==> src/rtl/dm_ctrl.sv <==
// dm_ctrl: load/store sequencer between the memory stage and the word-wide data memory.
// Handles alignment errors, lane selection, load extension and sub-word read-modify-write.
module dm_ctrl (
    input  logic        clk,
    input  logic        rst,
    input  logic        req,
    input  logic        we,
    input  logic [1:0]  size,
    input  logic        uns,
    input  logic [31:0] addr,
    input  logic [31:0] wdata,
    output logic        ready,
    output logic        done,
    output logic        err,
    output logic [31:0] rdata,
    output logic [9:0]  dm_addr,
    output logic [3:0]  dm_BE,
    output logic [31:0] dm_din,
    output logic        dm_DMWr,
    input  logic [31:0] dm_dout
);

    localparam int unsigned DW = 32;
    localparam int unsigned AW = 10;
    localparam int unsigned BW = 4;

    localparam logic [1:0] SZ_BYTE = 2'b00;
    localparam logic [1:0] SZ_HALF = 2'b01;
    localparam logic [1:0] SZ_WORD = 2'b10;
    localparam logic [1:0] SZ_RSVD = 2'b11;

    typedef enum logic [2:0] {
        S_IDLE,
        S_RD,
        S_EXT,
        S_MRG,
        S_WR
    } state_t;

    state_t state, state_nx;

    logic          we_q;
    logic [1:0]    size_q;
    logic          uns_q;
    logic [1:0]    off_q;
    logic [DW-1:0] wdata_q;

    logic          bad_c;
    logic          done_nx;
    logic          err_nx;
    logic [DW-1:0] rdata_nx;
    logic [BW-1:0] lane_mask_c;
    logic [DW-1:0] lane_bits_c;
    logic [DW-1:0] wdata_rep_c;
    logic [DW-1:0] merged_c;
    logic [7:0]    byte_c;
    logic [15:0]   half_c;
    logic [DW-1:0] load_ext_c;
    logic          unused_addr_c;

    // Upper address bits fall outside the 4 KiB memory and are intentionally dropped.
    assign unused_addr_c = ^addr[31:12];

    // Misaligned halfword/word or reserved size is rejected before touching memory.
    assign bad_c = (size == SZ_RSVD)
                 | ((size == SZ_HALF) & addr[0])
                 | ((size == SZ_WORD) & (|addr[1:0]));

    // Lane decode, load extension and store merge from the latched request.
    always_comb begin
        lane_mask_c = 4'b1111;
        wdata_rep_c = wdata_q;
        byte_c      = dm_dout[7:0];
        half_c      = off_q[1] ? dm_dout[31:16] : dm_dout[15:0];
        load_ext_c  = dm_dout;
        case (off_q)
            2'd0:    byte_c = dm_dout[7:0];
            2'd1:    byte_c = dm_dout[15:8];
            2'd2:    byte_c = dm_dout[23:16];
            default: byte_c = dm_dout[31:24];
        endcase
        case (size_q)
            SZ_BYTE: begin
                lane_mask_c = BW'(4'b0001 << off_q);
                wdata_rep_c = {4{wdata_q[7:0]}};
                load_ext_c  = {{24{~uns_q & byte_c[7]}}, byte_c};
            end
            SZ_HALF: begin
                lane_mask_c = off_q[1] ? 4'b1100 : 4'b0011;
                wdata_rep_c = {2{wdata_q[15:0]}};
                load_ext_c  = {{16{~uns_q & half_c[15]}}, half_c};
            end
            default: begin
                lane_mask_c = 4'b1111;
                wdata_rep_c = wdata_q;
                load_ext_c  = dm_dout;
            end
        endcase
        lane_bits_c = {{8{lane_mask_c[3]}}, {8{lane_mask_c[2]}},
                       {8{lane_mask_c[1]}}, {8{lane_mask_c[0]}}};
        merged_c    = (dm_dout & ~lane_bits_c) | (wdata_rep_c & lane_bits_c);
    end

    // State register.
    always_ff @(posedge clk) begin
        if (rst) state <= S_IDLE;
        else     state <= state_nx;
    end

    // Next-state, memory strobes and completion decode.
    always_comb begin
        state_nx = state;
        ready    = 1'b0;
        dm_DMWr  = 1'b0;
        dm_BE    = '0;
        dm_din   = '0;
        done_nx  = 1'b0;
        err_nx   = 1'b0;
        rdata_nx = rdata;
        case (state)
            S_IDLE: begin
                ready = 1'b1;
                if (req) begin
                    if (bad_c) begin
                        done_nx = 1'b1;
                        err_nx  = 1'b1;
                    end else if (we && (size == SZ_WORD)) begin
                        state_nx = S_WR;
                    end else begin
                        state_nx = S_RD;
                    end
                end
            end
            S_RD: state_nx = we_q ? S_MRG : S_EXT;
            S_EXT: begin
                rdata_nx = load_ext_c;
                done_nx  = 1'b1;
                state_nx = S_IDLE;
            end
            S_MRG: begin
                dm_DMWr  = 1'b1;
                dm_BE    = lane_mask_c;
                dm_din   = merged_c;
                done_nx  = 1'b1;
                state_nx = S_IDLE;
            end
            S_WR: begin
                dm_DMWr  = 1'b1;
                dm_BE    = 4'b1111;
                dm_din   = wdata_q;
                done_nx  = 1'b1;
                state_nx = S_IDLE;
            end
            default: state_nx = S_IDLE;
        endcase
    end

    // Request capture and registered completion outputs.
    always_ff @(posedge clk) begin
        if (rst) begin
            we_q    <= 1'b0;
            size_q  <= '0;
            uns_q   <= 1'b0;
            off_q   <= '0;
            wdata_q <= '0;
            dm_addr <= '0;
            done    <= 1'b0;
            err     <= 1'b0;
            rdata   <= '0;
        end else begin
            if ((state == S_IDLE) && req) begin
                we_q    <= we;
                size_q  <= size;
                uns_q   <= uns;
                off_q   <= addr[1:0];
                wdata_q <= wdata;
                dm_addr <= AW'(addr[11:2]);
            end
            done  <= done_nx;
            err   <= err_nx;
            rdata <= rdata_nx;
        end
    end

endmodule
==> config.mk <==
export PLATFORM = sky130hd
export DESIGN_NAME = dm_ctrl
export DESIGN_NICKNAME = d
export VERILOG_FILES = /design/src/rtl/dm_ctrl.sv
export SDC_FILE = /design/constraint.sdc
export NUM_CORES = 1
export LEC_CHECK = 0
export ABC_AREA = 1
export BUFFER_PORTS_ARGS = -buffer_cell sky130_fd_sc_hd__buf_2
export CAP_MARGIN = 10
export CORE_ASPECT_RATIO = 0.7
export CORE_MARGIN = 5
export CORE_UTILIZATION = 49
export CTS_CLUSTER_DIAMETER = 100
export DETAILED_ROUTE_END_ITERATION = 8
export GPL_ROUTABILITY_DRIVEN = 0
export GPL_TIMING_DRIVEN = 1
export HOLD_SLACK_MARGIN = 0.06
export PLACE_DENSITY = 0.81
export SLEW_MARGIN = 20
export SYNTH_ARGS = -nofsm -noshare
export SYNTH_HDL_FRONTEND = slang
export SYNTH_SLANG_ARGS = --single-unit
==> constraint.sdc <==
create_clock -name clk -period 1.6 [get_ports clk]
set_input_delay 0.32 -clock clk [delete_from_list [all_inputs] [get_ports clk]]
set_output_delay 0.32 -clock clk [all_outputs]
set_load 0.005 [all_outputs]
==> impl_results.md <==
* Reg clk slew, reported paths at around 0.06 ns
* Tmin final at between 2 and 2.5 ns
* Initial antenna violation count at 1
* GRT Residual Overflow at 0
* Status: finished, violations left
* DR vias at a little over 6,000
* Failing checks: setup timing
* RSZ-0062 raised after global routing: yes
* YS warnings at 0
* Peak supply drop at 0.0006589 V
* Share of layout cells above drive strength 1 at about two fifths
* Maximum clock frequency at about 470 MHz
* # DRC at 0
* Post-Synthesis Cells at just over 700
* Clock Skew at 0.005317 ns
* Antenna viol nets, final at 0
* Core Area at 0.009180 sq mm
* CTS Buf Count at 9
* Synth area leaders: dfxtp_1, nand2_1, o21ai_0
* Leading area contributor after synthesis: dfxtp_1
* Largest net degree at the start of global routing at 67
* Placed Cells at around 1,000
* Clock sinks at 85
* CTS Hold Buffers Added at 0
* GRT Total Usage at about 30%
* Rel. slew slack at between 70% and 80%
* Port Buffer Count at between 150 and 200
* CP Launch Type: flop
* Period Utilization, post-route at 131.6%
* Worst hold path depth at 3
* EDFF count, synth at 0
* Row count at 29
* Fin util at between 70% and 80%
* Clk_lat worst skew at 0.34 ns
* Crit. End Element: primary output
* Commonest non-fill, non-tap cell in the layout: buf_2
* Die H at around 90 um
* Total I/O pin count at between 150 and 200
* Kind of critical path: reg2out
* Main synth FF type: dfxtp_1
* Nets at 1,021
* Seq/Total Area, Yosys at 36.53%
* Worst setup margin at -0.5061 ns
* FF-to-FF End: wdata_q[7]$_SDFFE_PP0P_
* CTS root buffer: clkbuf_16
* First-pass GRT wire length at about 28,000 um
* RR Startpoint: state[2]$_SDFFE_PP0P_
* Final setup viols at between 40 and 50
* 1st-pass router iterations at 7
* Mapped Avg Cell Area at between 6 and 7 sq um
* CTS Buffer Depth at 2
* Synth-to-layout area growth at 48.78%
* Synthesized net count at 819
* Initial Util at roughly half
* 1st-iter DRT viols at 848
* Vias in the first global route at 5,583
* Die area at roughly 0.012 sq mm
* DR WL/cell at 18.16 um
* Pwr dens at roughly 950 mW/mm^2
* Hold crit path type: in2reg
* Die width at between 100 and 150 um
* Hold Path Origin: wdata[22]
* Cells on worst reg2reg path at 7
* CP required at around 1.3 ns
* Via/cell ratio at approximately 5.9
* R2R Setup Slk at -0.01 ns
* H-tree Lvls at 3
* Fin. Hold Viols at 0
* Post-Syn Area at approximately 0.0047 sq mm
* Final HPWL DP at around 12,000 um
* Share of the synthesized area in the top cell type at 36.53%
* Most frequent cells in the layout: buf_2, nand2_1, inv_1, dfxtp_1, a21oi_1
* CTS tree: yes
* Final wirelength at around 19,000 um
* Max Cap Viol at 0
* Non-Filler Instances at roughly 1,000
* Pins over their slew limit at 0
* Synth unique cells at 27
* Yosys reg bits at 85
* Crit path max fanout at 7
* Hold Crit Endpoint: wdata_q[22]$_SDFFE_PP0P_
* Ys async rst share at 0%
* Arrival time worst endpoint at ~1.8 ns
* Total leakage power at roughly 3.5 nW
* Slew @ Worst Pin at a little under 0.4 ns
-- critical path, stage by stage (launching register included) --
cell and delay (ns):
dfxtp_4 0.39, nor2_4 0.18, inv_2 0.10, nand2_4 0.12, nand2_8 0.09, nor2_4 0.11
buf_6 0.15, nand2_2 0.07, o21ai_2 0.08, buf_2 0.14
-- through the flow --
| step | hold slack, ns | total power, mW | area (sq um) | setup WS [ns] | TNS [ns] |
|---|---|---|---|---|---|
| 5_1_grt | 0.2483 | 6.828 | 6930 | -0.5226 | -17.87 |
| 2_1_floorplan | 0.4344 | 3.340 | 4658 | 0.06208 | 0 |
| 4_1_cts | 0.2405 | 6.248 | 6593 | -0.4389 | -13.50 |
| 3_3_place_gp | 0.4469 | 3.945 | 5918 | -0.1901 | -3.407 |
| 3_5_place_dp | 0.4487 | 3.977 | 5918 | -0.1899 | -4.072 |
| 6_report | 0.2433 | 6.581 | 6930 | -0.5061 | -15.21 |
-- how the worst max path moves through the flow --
stage	end	slack (ns)	cells after the start	from
global placement	dm_din[0]	-0.19	10	size_q[1]$_SDFFE_PP0P_
detailed placement	dm_din[0]	-0.19	10	size_q[1]$_SDFFE_PP0P_
finish	dm_din[2]	-0.51	9	size_q[1]$_SDFFE_PP0P_
CTS	dm_din[0]	-0.44	7	size_q[1]$_SDFFE_PP0P_
floorplan	dm_din[0]	0.06	8	size_q[0]$_SDFFE_PP0P_
global route	dm_din[2]	-0.52	10	size_q[0]$_SDFFE_PP0P_
-- per-layer routing --
metal / share of wire (%) / track usage, % / up-vias / wire (um)
met5: 0 / 0 / - / 0
met4: 4.7 / 9.732 / 0 / 890
met3: 13 / 8.622 / 109 / 2484
met2: 44 / 46.26 / 486 / 8327
met1: 38 / 39.24 / 2775 / 7326
li1: - / - / 2763 / -
-- flip-flops by register name (all words and copies together) (netlist names) --
register	flops
rdata	32
wdata_q	32
dm_addr	10
state	3
off_q	2
size_q	2
done	1
err	1
uns_q	1
we_q	1
-- synth_stat cells, types with 2 or more instances --
master / instances
nor2_1: 21
o21bai_1: 16
o21ai_1: 43
nand3_1: 58
nor2_2: 3
nand4_1: 12
o21a_1: 14
inv_1: 85
o21ai_0: 81
dfxtp_1: 85
a21oi_1: 54
nor4_1: 2
nand2_1: 168
inv_2: 14
o22ai_1: 4
nand2_2: 4
nor2_4: 5
clkbuf_1: 29
buf_2: 9
nand2_4: 2
-- cell type report --
type / count / area (sq um)
Fill cell: 629 / 2250
Sequential cell: 85 / 1715
Timing Repair Buffer: 226 / 1466
Multi-Input combinational cell: 497 / 2908
Inverter: 99 / 391.6
Tap cell: 124 / 155.1
Clock buffer: 16 / 291.5
Antenna cell: 1 / 2.502
-- power breakdown --
part	leakage (nW)	switching (mW)	internal, mW
combinational	2.61	1.29	0.810
clock	0.143	0.821	1.22
sequential	0.701	0.134	2.30
total	3.46	2.24	4.34
-- what timing repair did --
item                                    CTS  global route
resized for setup                       115            75
setup buffers                             9             5
cloned                                    3             2
pin swaps                                23            23
endpoints found under the setup margin   38            64
-- cells by family after synthesis --
family / after synthesis / share of synthesized area, %
DFF: 85 / 36.53
buffers and inverters: 138 / 11.60
and+or+nand+nor: 278 / 26.73
AOI/OAI and AO/OA: 215 / 25.14
Note: power is estimated with default switching activity, not from simulation.
